==> src/rtl/mult_div_pkg.sv <==
// Shared definitions for the multi-cycle MULT/DIV sequencer: op codes, FSM states
// and the fixed constants used by the datapath.
package mult_div_pkg;

    localparam int ITER = 32;
    localparam logic [ITER-1:0] DBZ_LO = '1;

    typedef enum logic [1:0] {
        OP_MULT  = 2'b00,
        OP_MULTU = 2'b01,
        OP_DIV   = 2'b10,
        OP_DIVU  = 2'b11
    } op_e;

    typedef enum logic [2:0] {
        IDLE,
        PREP,
        RUN,
        FIX,
        DONE
    } state_e;

endpackage

==> src/rtl/mult_div_step.sv <==
// One iteration of the sequencer datapath: a shift-add multiply step or a
// restoring-divide step on the {hi_acc, lo_reg} pair.
module mult_div_step #(
    parameter int DATA_W = 32
) (
    input  logic [DATA_W-1:0] hi_acc,
    input  logic [DATA_W-1:0] lo_reg,
    input  logic [DATA_W-1:0] operand,
    input  logic              is_div,
    output logic [DATA_W-1:0] next_hi,
    output logic [DATA_W-1:0] next_lo
);

    logic [DATA_W:0] add_sum;
    logic [DATA_W:0] rem_shift;
    logic [DATA_W:0] trial;

    // Remainder stays below the divisor, so a 33-bit trial subtract has a reliable sign bit.
    always_comb begin
        next_hi   = hi_acc;
        next_lo   = lo_reg;
        add_sum   = {1'b0, hi_acc} + (lo_reg[0] ? {1'b0, operand} : '0);
        rem_shift = {hi_acc, lo_reg[DATA_W-1]};
        trial     = rem_shift - {1'b0, operand};
        if (is_div) begin
            if (!trial[DATA_W]) begin
                next_hi = trial[DATA_W-1:0];
                next_lo = {lo_reg[DATA_W-2:0], 1'b1};
            end else begin
                next_hi = rem_shift[DATA_W-1:0];
                next_lo = {lo_reg[DATA_W-2:0], 1'b0};
            end
        end else begin
            next_hi = add_sum[DATA_W:1];
            next_lo = {add_sum[0], lo_reg[DATA_W-1:1]};
        end
    end

endmodule

==> src/rtl/mult_div_seq.sv <==
// MIPS MULT/MULTU/DIV/DIVU sequencer owning HI/LO; one iteration per clock with a
// fixed 34-cycle latency from the accepting edge to the result.
module mult_div_seq
    import mult_div_pkg::*;
#(
    parameter int DATA_W = ITER,
    parameter int CNT_W  = 6
) (
    input  logic              i_clk,
    input  logic              i_reset,
    input  logic              i_start,
    input  logic [1:0]        i_op,
    input  logic [DATA_W-1:0] i_A,
    input  logic [DATA_W-1:0] i_B,
    input  logic              i_wr_hi,
    input  logic              i_wr_lo,
    input  logic [DATA_W-1:0] i_wr_data,
    output logic              o_busy,
    output logic              o_done,
    output logic              o_div_by_zero,
    output logic [DATA_W-1:0] o_hi,
    output logic [DATA_W-1:0] o_lo
);

    state_e              state;
    logic [CNT_W-1:0]    cnt;
    op_e                 op_q;
    logic [DATA_W-1:0]   a_q;
    logic [DATA_W-1:0]   b_q;
    logic [DATA_W-1:0]   operand_q;
    logic [DATA_W-1:0]   hi_acc;
    logic [DATA_W-1:0]   lo_acc;
    logic [DATA_W-1:0]   hi_q;
    logic [DATA_W-1:0]   lo_q;
    logic                res_neg;
    logic                rem_neg;
    logic                dbz_q;
    logic                busy_q;
    logic                done_q;
    logic                dbz_out_q;

    logic                is_signed_op;
    logic                is_div_op;
    logic                a_neg;
    logic                b_neg;
    logic [DATA_W-1:0]   abs_a;
    logic [DATA_W-1:0]   abs_b;
    logic [2*DATA_W-1:0] neg_prod;
    logic [DATA_W-1:0]   step_hi;
    logic [DATA_W-1:0]   step_lo;

    assign is_signed_op = (op_q == OP_MULT) || (op_q == OP_DIV);
    assign is_div_op    = (op_q == OP_DIV)  || (op_q == OP_DIVU);
    assign a_neg        = is_signed_op & a_q[DATA_W-1];
    assign b_neg        = is_signed_op & b_q[DATA_W-1];
    assign abs_a        = a_neg ? -a_q : a_q;
    assign abs_b        = b_neg ? -b_q : b_q;
    assign neg_prod     = -{hi_acc, lo_acc};

    mult_div_step #(
        .DATA_W (DATA_W)
    ) u_step (
        .hi_acc  (hi_acc),
        .lo_reg  (lo_acc),
        .operand (operand_q),
        .is_div  (is_div_op),
        .next_hi (step_hi),
        .next_lo (step_lo)
    );

    always_ff @(posedge i_clk) begin
        if (!i_reset) begin
            state     <= IDLE;
            cnt       <= '0;
            op_q      <= OP_MULT;
            a_q       <= '0;
            b_q       <= '0;
            operand_q <= '0;
            hi_acc    <= '0;
            lo_acc    <= '0;
            hi_q      <= '0;
            lo_q      <= '0;
            res_neg   <= 1'b0;
            rem_neg   <= 1'b0;
            dbz_q     <= 1'b0;
            busy_q    <= 1'b0;
            done_q    <= 1'b0;
            dbz_out_q <= 1'b0;
        end else begin
            done_q    <= 1'b0;
            dbz_out_q <= 1'b0;
            case (state)
                IDLE, DONE: begin
                    if (i_wr_hi) hi_q <= i_wr_data;
                    if (i_wr_lo) lo_q <= i_wr_data;
                    if (i_start) begin
                        op_q   <= op_e'(i_op);
                        a_q    <= i_A;
                        b_q    <= i_B;
                        busy_q <= 1'b1;
                        state  <= PREP;
                    end else begin
                        state  <= IDLE;
                    end
                end
                // Multiply keeps the multiplier in lo_acc; divide shifts the dividend out of it.
                PREP: begin
                    hi_acc    <= '0;
                    lo_acc    <= is_div_op ? abs_a : abs_b;
                    operand_q <= is_div_op ? abs_b : abs_a;
                    res_neg   <= a_neg ^ b_neg;
                    rem_neg   <= a_neg;
                    dbz_q     <= is_div_op && (b_q == '0);
                    cnt       <= '0;
                    state     <= RUN;
                end
                RUN: begin
                    hi_acc <= step_hi;
                    lo_acc <= step_lo;
                    cnt    <= cnt + 1'b1;
                    if (cnt == CNT_W'(DATA_W - 1)) state <= FIX;
                end
                FIX: begin
                    if (dbz_q) begin
                        hi_q <= a_q;
                        lo_q <= DATA_W'(signed'(DBZ_LO));
                    end else if (is_div_op) begin
                        lo_q <= res_neg ? -lo_acc : lo_acc;
                        hi_q <= rem_neg ? -hi_acc : hi_acc;
                    end else if (res_neg) begin
                        {hi_q, lo_q} <= neg_prod;
                    end else begin
                        {hi_q, lo_q} <= {hi_acc, lo_acc};
                    end
                    busy_q    <= 1'b0;
                    done_q    <= 1'b1;
                    dbz_out_q <= dbz_q;
                    state     <= DONE;
                end
                default: state <= IDLE;
            endcase
        end
    end

    assign o_busy        = busy_q;
    assign o_done        = done_q;
    assign o_div_by_zero = dbz_out_q;
    assign o_hi          = hi_q;
    assign o_lo          = lo_q;

endmodule

==> config.mk <==
export PLATFORM = sky130hd
export DESIGN_NAME = mult_div_seq
export DESIGN_NICKNAME = d
export VERILOG_FILES = /design/src/rtl/mult_div_pkg.sv /design/src/rtl/mult_div_step.sv /design/src/rtl/mult_div_seq.sv
export SDC_FILE = /design/constraint.sdc
export NUM_CORES = 1
export LEC_CHECK = 0
export ABC_AREA = 0
export CAP_MARGIN = 25
export CORE_UTILIZATION = 35
export DETAILED_ROUTE_END_ITERATION = 8
export REMOVE_ABC_BUFFERS = 1
export SLEW_MARGIN = 20
export SYNTH_ARGS = -nofsm -noshare
export SYNTH_HDL_FRONTEND = slang
export SYNTH_SLANG_ARGS = --single-unit
==> constraint.sdc <==
create_clock -name i_clk -period 5.5 [get_ports i_clk]
set_input_delay 1.1 -clock i_clk [delete_from_list [all_inputs] [get_ports i_clk]]
set_output_delay 1.1 -clock i_clk [all_outputs]
set_load 0.01 [all_outputs]
* Word-level counts from Yosys, hierarchy flattened *
Cells that the tools add are included.

cells by class
  add/subtract/negate cells = 8
  $mul = 0
  div/mod/pow operators = 0
  magnitude comparators = 0
  eq/ne operators = 11
  shift operators = 0
  multiplexer cells = 30
  bitwise gates (word level) = 3
  reduce and logical (&&, ||, !) cells = 14

operators with widths
  cell                                                 count
  two-way mux 32 bit                                   18
  case mux 32 bit (2 select lines)                     4
  negation 32 bit                                      4
  negation 64 bit                                      1
  adder 32 x 33 -> 33 bit                              1
  subtractor 33 x 32 -> 33 bit                         1
  logical NOT 32 bit                                   1
  case mux 3 bit (4 select lines)                      1
  case mux 6 bit (2 select lines)                      1
  AND reduction 2 bit                                  5
  inequality test 2 bit, second input constant         4
  adder 6 x 1 -> 6 bit, second input constant          1
  equality test 3 x 2 -> 1 bit, second input constant  2
  equality test 6 x 5 -> 1 bit, second input constant  1
  equality test 2 bit, second input constant           2
  two-way mux 1 bit                                    4
  nonzero test 2 bit                                   2
  equality test 3 x 1 -> 1 bit, second input constant  1
  equality test 3 bit, second input constant           1
  logical NOT 3 bit                                    1
  two-way mux 3 bit                                    1
  AND 1 bit                                            2
  logical NOT 2 bit                                    1
  logical OR 1 bit                                     2
  other kinds (4)                                      4

storage, ports and cells
  flip-flop bits (word level) = 241
  bits in latches = 0
  RAM bits = 0
  ROM bits = 0
  input bits = 103
  output and inout port bits = 67
  word-level logic and storage cells = 82
  memories = 0

* Depth between registers and ports, before layout *
  depth after elaboration = 6
  depth in mapped cells = 15

* By module *
A second synthesis with hierarchy kept.

unflattened totals
  cells, all modules = 2385
  area, all modules = 17868.4 um^2

modules (own cells, without submodules)
  module         times used  cells each  area an instance (um^2)
  mult_div_seq   1           1691        13101.3
  mult_div_step  1           694         4767.1

* Least setup slack after synthesis *
Ideal clock, no wire load.

  kind = register -> register
  start = register lo_acc[31]
  end = register hi_acc[24]
  data arrival time = 3.547 ns
  data required time = 5.437 ns
  slack = 1.890 ns
  cell stages (with the launch flop) = 15
  buffers on the path = 2
  period minus slack after synthesis = 3.610 ns
  cells stage by stage = dfxtp_1 clkbuf_1 inv_1 ha_1 fa_1 nand2b_1 a21o_1 a311oi_2 o2111ai_2 a2111oi_4 or3_1 buf_6 nand2_4 or4_1 nand3_1

between the ends
  cells in the longest elaborated chain, start to end = 4

RTL lines
  item                              RTL line             source
  start, declared                   mult_div_seq.sv:32   logic [DATA_W-1:0] lo_acc;
  start signal, assigned            mult_div_seq.sv:109  lo_acc <= is_div_op ? abs_a : abs_b;
  start signal, assigned            mult_div_seq.sv:119  lo_acc <= step_lo;
  subtractor 33 x 32 -> 33 bit      mult_div_step.sv:24  trial = rem_shift - {1'b0, operand};
  two-way mux 32 bit                mult_div_step.sv:26  if (!trial[DATA_W]) begin
  two-way mux 32 bit                mult_div_step.sv:25  if (is_div) begin
  case mux 32 bit (2 select lines)  mult_div_seq.sv:92   case (state)
  end signal, assigned              mult_div_seq.sv:118  hi_acc <= step_hi;
  end, declared                     mult_div_seq.sv:31   logic [DATA_W-1:0] hi_acc;

Every way passes these cells.
A chain may end at the register's enable or synchronous reset.

* Final worst setup path *
  start = register lo_acc[0]
  end = register hi_acc[29]

between the ends
  cells in the longest elaborated chain, start to end = 4

RTL lines
  item                              RTL line             source
  two-way mux 32 bit                mult_div_step.sv:22  add_sum = {1'b0, hi_acc} + (lo_reg[0] ? {1'b0, operand} : '0);
  adder 32 x 33 -> 33 bit           mult_div_step.sv:22
  two-way mux 32 bit                mult_div_step.sv:25
  case mux 32 bit (2 select lines)  mult_div_seq.sv:92

Every way passes these cells.

==> impl_summary.txt <==
----------------------------------------------------
[Yosys]
  Yosys synthesis warning count ... 0
  Post-synthesis instance total ... about 2300
  Synthesized area per cell ... between 7 and 8 um^2
  Sequential fraction of the synthesis area ... 27.6%
  Post-synthesis instance area ... between 15000 and 20000 um^2
  Number of enable-type register cells in the synthesized netlist ... 0
  Asr flop ratio synth ... 0%
  Ys flop type ... dfxtp_1
  Yosys reg bits ... approximately 240
  Post-synth cell types ... between 80 and 90

[Cells and area]
  Share of cells above drive strength 1 ... between 5 and 6%
  Post-route non-filler standard cell count ... ~3100
  Most frequent cells in the layout ... 368 x nand2_1, 240 x dfxtp_1, 184 x nor2_1
  Final #Nets ... approximately 2600
  Final cell utilization of the core ... between 40% and 50%
  Most frequent standard cell in the layout excluding fill and tap cells ... nand2_1
  Area Growth Syn to Fin ... 18.0%
  Final non-filler cell area ... around 21000 um^2

[Power]
  Switching Fraction ... roughly a third
  Clock network fraction of total power ... roughly a third
  Leakage power ... between 0.007 and 0.008 uW
  Internal power of the cells ... 3530 uW
  Max IR drop VDD ... 0.197 mV
  Combinational cell fraction of total power ... 29.6%
  Switching power summed over all nets ... approximately 1900 uW
  Power per cell area ... between 200 and 300 nW/um^2
  Final Power ... 5410 uW
  Proportion of power drawn by flip-flops and latches ... between 30% and 40%

[Clock network]
  Clock slew seen by the registers of the worst setup and hold paths ... ~70 ps
  Clock tree from TritonCTS ... built
  Hold-fix buffers at CTS ... 0
  Setup bufs post-CTS ... 0
  H-tree depth ... 1
  CTS sink cnt ... between 200 and 250
  Maximum root-to-sink buffer count ... 3
  Clock latency on the worst-skew pair ... approximately 570 ps
  Clock tree root driver cell ... clkbuf_16
  Post-cts sizing count ... 0
  Number of buffers created by CTS ... 28

[Global route]
  Wire length of the first global-routing pass ... roughly 100000 um
  Global-route congestion overflow total ... 0
  Number of antenna violations at the first check in global routing ... 1
  Pin count of the biggest net entering global routing ... around 150
  Via count of the first global-routing pass ... about 17000
  GRT Resource Usage Total ... 25.7%

[Flow run]
  Max-Cap Viols ... 0

[Worst setup path]
  Reg2reg start ... lo_acc[0]$_SDFFE_PN0P_
  Worst Setup Start Kind ... flop
  Data required, critical path ... ~6000 ps
  Classification of the worst setup path ... flop to flop
  Worst EP arrival ... around 5000 ps
  Largest fanout of any net on the critical path ... 24
  Sort of element at the end of the critical path ... flop
  Beginning of the critical path ... lo_acc[0]$_SDFFE_PN0P_

[STA]
  Total Negative Setup Slacks ... 0 ps
  Fin. max-slew vios ... 0
  Unrepaired setup endpoints after global routing ... no
  Achievable clock frequency ... between 0.2 and 0.25 GHz
  Shortest clock period the worst path allows after layout ... between 4000 and 5000 ps
  Transition time at the pin with the least slew margin ... about 1100 ps
  Clk_skew ... 18.9 ps
  Hold violation total from the final report ... 0
  Normalized max-slew margin ... between 20% and 30%
  Post-route clock period utilization ... between 80 and 90%
  Final setup violating endpoints ... 0

[Placement]
  Placed cell area ... between 15000 and 20000 um^2
  Detail Placement HPWL ... between 40000 and 50000 um
  Port buffer count ... approximately 170
  Routability congestion estimate from global placement ... approximately 0.94
  Placed cell count ... roughly 3000

[Drt]
  Detail Route Antenna Nets ... 0
  Vias after detailed routing ... about 18000
  DRT iter0 DRCs ... roughly 1600
  Detail-routed net length per standard cell ... approximately 22 um
  Iteration count of the initial detailed-routing pass ... 5
  Detailed-route vias per instance ... around 5.8
  DRC viols ... 0
  Aggregate routed wire length ... 66900 um

[Hold path]
  Type of the tightest min-delay check ... flop to flop
  HP Start ... o_lo[16]$_SDFFE_PN0P_

[Floorplanning]
  Initial core utilization ... between 30% and 40%
  Core Area ... ~49000 um^2
  Chip width ... 226 um
  Count of boundary I/O pins ... between 150 and 200
  Placement Rows ... 81
  Y dimension of the die ... ~230 um
  Die ar. ... between 50000 and 60000 um^2

[Outcome]
  Status ... completed

----------------------------------------------------
==> kinds of logic (layout without fill, tap and decap cells) <==
logic type | count (synthesis) | after routing | synth area share (%)
AOI/OAI and AO/OA | 734 | 734 | 28.7
other | 0 | 1 | 0
and+or+nand+nor | 850 | 850 | 22.7
adders and majority gates | 71 | 71 | 5.16
DFF | 241 | 241 | 27.6
xor gates and xnor gates | 163 | 163 | 8.16
buffers and inverters | 231 | 325 | 5.09
muxes | 47 | 47 | 2.71
==> state kept, by name, indices dropped and copies added, names as in the netlist, 2 cells and up <==
signal and cells:
b_q 32, a_q 32, operand_q 32, state 3, o_hi 32, lo_acc 32, hi_acc 32, cnt 6
op_q 2, o_lo 32
==> path summary, 6_finish.rpt <==
path                            cells past startpoint                       to  slack, ps
worst max-delay path                               12  hi_acc[29]$_SDFFE_PN0P_        960
worst max register to register                     12  hi_acc[29]$_SDFFE_PN0P_        960
worst min register to register                      2    o_lo[16]$_SDFFE_PN0P_        460
worst min-delay path                                2    o_lo[16]$_SDFFE_PN0P_        460
==> cell type report <==
class                      count  area (um^2)
antenna                        1         2.50
clock buffer                  46          860
clock inverter                 3         17.5
fill                        4981        28500
inverter                      67          251
multi-input combinational   1865        11800
sequential                   241         4830
tap                          664          831
timing repair buffer         209         2030
==> layer usage <==
layer | routed length, um | up-vias | track usage [%]
li1 | - | 8547 | -
met1 | 29400 | 8632 | 34.5
met2 | 29100 | 752 | 39.6
met3 | 4920 | 148 | 4.59
met4 | 3480 | 2 | 12.5
met5 | 13 | - | 0
==> critical path, cell delays in order, from the launching register on <==
cell       delay, ps
dfxtp_1          410
clkinv_1         710
nor2_1           310
ha_1             340
a211oi_1         250
nor2_1           120
o41ai_1          420
nand3_1          280
o2111ai_1        460
a21oi_1          200
or4b_2           630
a32oi_1          210
nand3_1           90
==> Yosys cell counts, drive strengths merged (11+ instances only) <==
library cell	n	share of area [%]
nor4	21	0.75
xor2	58	2.9
and3	24	0.86
ha	69	4.9
and2	26	0.93
nor3	47	1.5
o221ai	47	2.4
nand2b	16	0.57
or3	14	0.50
a21o	29	1.2
o21ai	147	4.2
dfxtp	241	28
nand3	39	1.1
a22oi	17	0.73
o211ai	40	1.7
o22ai	11	0.39
nand2	370	8.0
a21boi	108	4.6
a211oi	63	2.7
nand4	15	0.54
nor2	189	4.2
o21a	41	1.8
nor2b	29	1.0
o41ai	11	0.66
inv	65	1.4
clkbuf	146	3.1
or4	20	0.90
buf	18	0.51
xnor2	105	5.3
o31ai	19	0.84
a21oi	132	3.8
mux2i	44	2.5
==> through the flow <==
stage	hold slack, ps	worst slack (ps)
2_1_floorplan	431	-1030
3_3_place_gp	452	1180
3_5_place_dp	455	1050
4_1_cts	464	1010
5_1_grt	485	563
6_report	460	959
==> power groups by stage <==
stage	combinational, uW	clock [uW]	sequential [uW]
2_1_floorplan	953	0	1990
3_3_place_gp	1560	0	2000
3_5_place_dp	1570	0	2000
4_1_cts	1580	1860	1970
5_1_grt	1730	1940	1980
6_report	1600	1840	1970
Power figures use the tool's default switching activity.
==> edit (config.mk and constraints unchanged) <==
The parameter `CNT_W` goes from 6 to 12.
--- a/src/rtl/mult_div_seq.sv
+++ b/src/rtl/mult_div_seq.sv
@@ -5,5 +5,5 @@
 #(
     parameter int DATA_W = ITER,
-    parameter int CNT_W  = 6
+    parameter int CNT_W  = 12
 ) (
     input  logic              i_clk,
Function: not settled (the Yosys comparison gave no result); the edit may change what the design does.
==> edit against the unedited design <==
- sequential cell count grew 6
- total power grew 10%
- largest power group is now the clock network
- wire length grew 1.6%
- cell area shrank 0.70%
- worst setup slack gained 300 ps
- die area shrank 1.7%
- synthesized area shrank 1.7%
==> edit: results (changes against the unedited design) <==
* Status: complete, no violations (unchanged)
* Netlist cell types at 76 (was 89)
* FFs w/ async S/R, synth at 0% (unchanged)
* Worst path arrival time at 4760 ps (was 4990 ps)
* Vias/cell at 5.825 (was 5.840)
* Hold Path Depth at 2 (unchanged)
* DRT iter0 DRCs at 1,585 (was 1,584)
* First-pass iteration count of the detailed router at 6 (was 5)
* Reg2reg start: lo_acc[0] (unchanged)
* Skew final at 20.61 ps (was 18.86 ps)
* Placed cells at 3,045 (was 3,044)
* Clock root cell: clkbuf_16 (unchanged)
* Hold WC Path Type: flop to flop (unchanged)
* Setup slack, reg-to-reg at 1260 ps (was 960 ps)
* Worst hold path endpoint: operand_q[8] (was o_lo[16])
* Met3 wire length at 4928 um (was 4924 um)
* Measured slew at the worst slew-check pin at 1064 ps (was 1082 ps)
* Reg clk slew, reported paths at 60 ps
* Mapped Cells at 2,351 (was 2,337)
* Largest net degree at the start of global routing at 95 (was 149)
* DP HPWL at 51,010 um (was 49,450 um)
* Worst path max stage delay at 920 ps (was 710 ps)
* Clock buffer count from CTS at 31 (was 28)
* Vias in the first global route at 17.08k (was 17.25k)
* Antenna violations before repair at 0 (was 1)
* Hold Path Origin: operand_q[8] (was o_lo[16])
* Synth area leaders: dfxtp_1 29%, a21oi_1 9.0%, nand2_1 7.5% (was dfxtp_1 28%, nand2_1 7.9%, xnor2_1 5.3%)
* M1 GR Usage at 36.46% (was 34.53%)
* Metal2 WL at 30,550 um (was 29,100 um)
* Worst Reg-to-Reg Cells at 13 (was 12)
* N_diodes at 0 (was 1)
* CTS Buffer Depth at 3 (unchanged)
* Overall Global Routing Usage at 26.46% (was 25.73%)
* Reg2Reg Capture Point: hi_acc[31] (was hi_acc[29])
* CP top delay family: compound AO/OA/AOI/OAI gates (unchanged)
* Final net count at 2,596 (was 2,586)
* Hold slack at 450.4 ps (was 460.4 ps)
* Top sig layer: met4 (was met5)
* Share of cells above drive strength 1 at 5.526% (was 5.101%)
* Synth top cells by count: 345 x nand2_1, 311 x a21oi_1, 247 x dfxtp_1 (was 369 x nand2_1, 241 x dfxtp_1, 187 x nor2_1)
* RePlAce Congestion at 0.9592 (was 0.9374)
* Top FF cell, synth: dfxtp_1 (unchanged)
* Routed wire per std cell at 21.95 um (was 21.62 um)
* Grt met2 use at 42.56% (was 39.61%)
* Crit-path max FO at 26 (was 24)
* H-tree depth at 1 (unchanged)
* First-pass GRT wire length at 103,100 um (was 101,600 um)
* Worst skew pair latency at 590 ps (was 570 ps)
* Ys Warns at 0 (unchanged)
* Via count at 18.05k (was 18.08k)
* Number of port buffers at 169 (unchanged)
* Worst VDD drop at 0.2419 mV (was 0.1971 mV)
* Met3 Use GR at 3.922% (was 4.593%)
* WL met1 at 30,640 um (was 29,430 um)
* Register area share after synthesis at 28.75% (was 27.57%)
* Lkg Pwr at 0.007707 uW (was 0.007875 uW)
* Slowest CP cell: a2111oi_0 (was clkinv_1)
==> edit: area by class of cell <==
cell class              instances  area, sq um
well taps                     656        820.8
clock buffers                  43        900.9
multi-input cells            1869        11410
flip-flops and latches        247         4949
repair buffers                209         2018
inverters                      64        245.2
fillers                      4963        27650
clock inverters                11        160.2
==> edit: worst max-delay path by stage <==
| stage | startpoint | to | slack, ps | cells past startpoint |
|---|---|---|---|---|
| floorplan | i_reset | hi_acc[28] | -320 | 5 |
| global placement | lo_acc[10] | o_hi[25] | 940 | 8 |
| detailed placement | lo_acc[0] | hi_acc[31] | 1330 | 13 |
| CTS | lo_acc[0] | hi_acc[31] | 1320 | 13 |
| global route | lo_acc[0] | hi_acc[31] | 1090 | 13 |
| finish | lo_acc[0] | hi_acc[31] | 1260 | 13 |
==> edit: through the flow <==
stage,area (sq um),power [uW]
floorplan,16540,3107
global placement,19380,3761
detailed placement,19440,3782
CTS,20500,5947
global route,20500,6201
finish,20500,5951
==> edit: power breakdown <==
group	internal (uW)	total, uW	switching [uW]
combinational	673	1730	1050
clock	1320	2170	859
sequential	1900	2050	151
==> edit: kinds of logic after synthesis <==
group / count (synthesis) / share of synthesized area (%)
flip-flops: 247 / 28.75
AO/OA/AOI/OAI: 748 / 27.60
adder cells (fa/ha/maj): 71 / 5.252
AND/OR/NAND/NOR: 825 / 21.27
multiplexers: 55 / 3.230
buffers and inverters: 235 / 5.238
XOR/XNOR: 170 / 8.657
==> edit: tightest hold or removal path, stage by stage (launching register included) <==
cell and delay [ps]:
dfxtp_1 310, nand2_1 50, a21oi_1 50
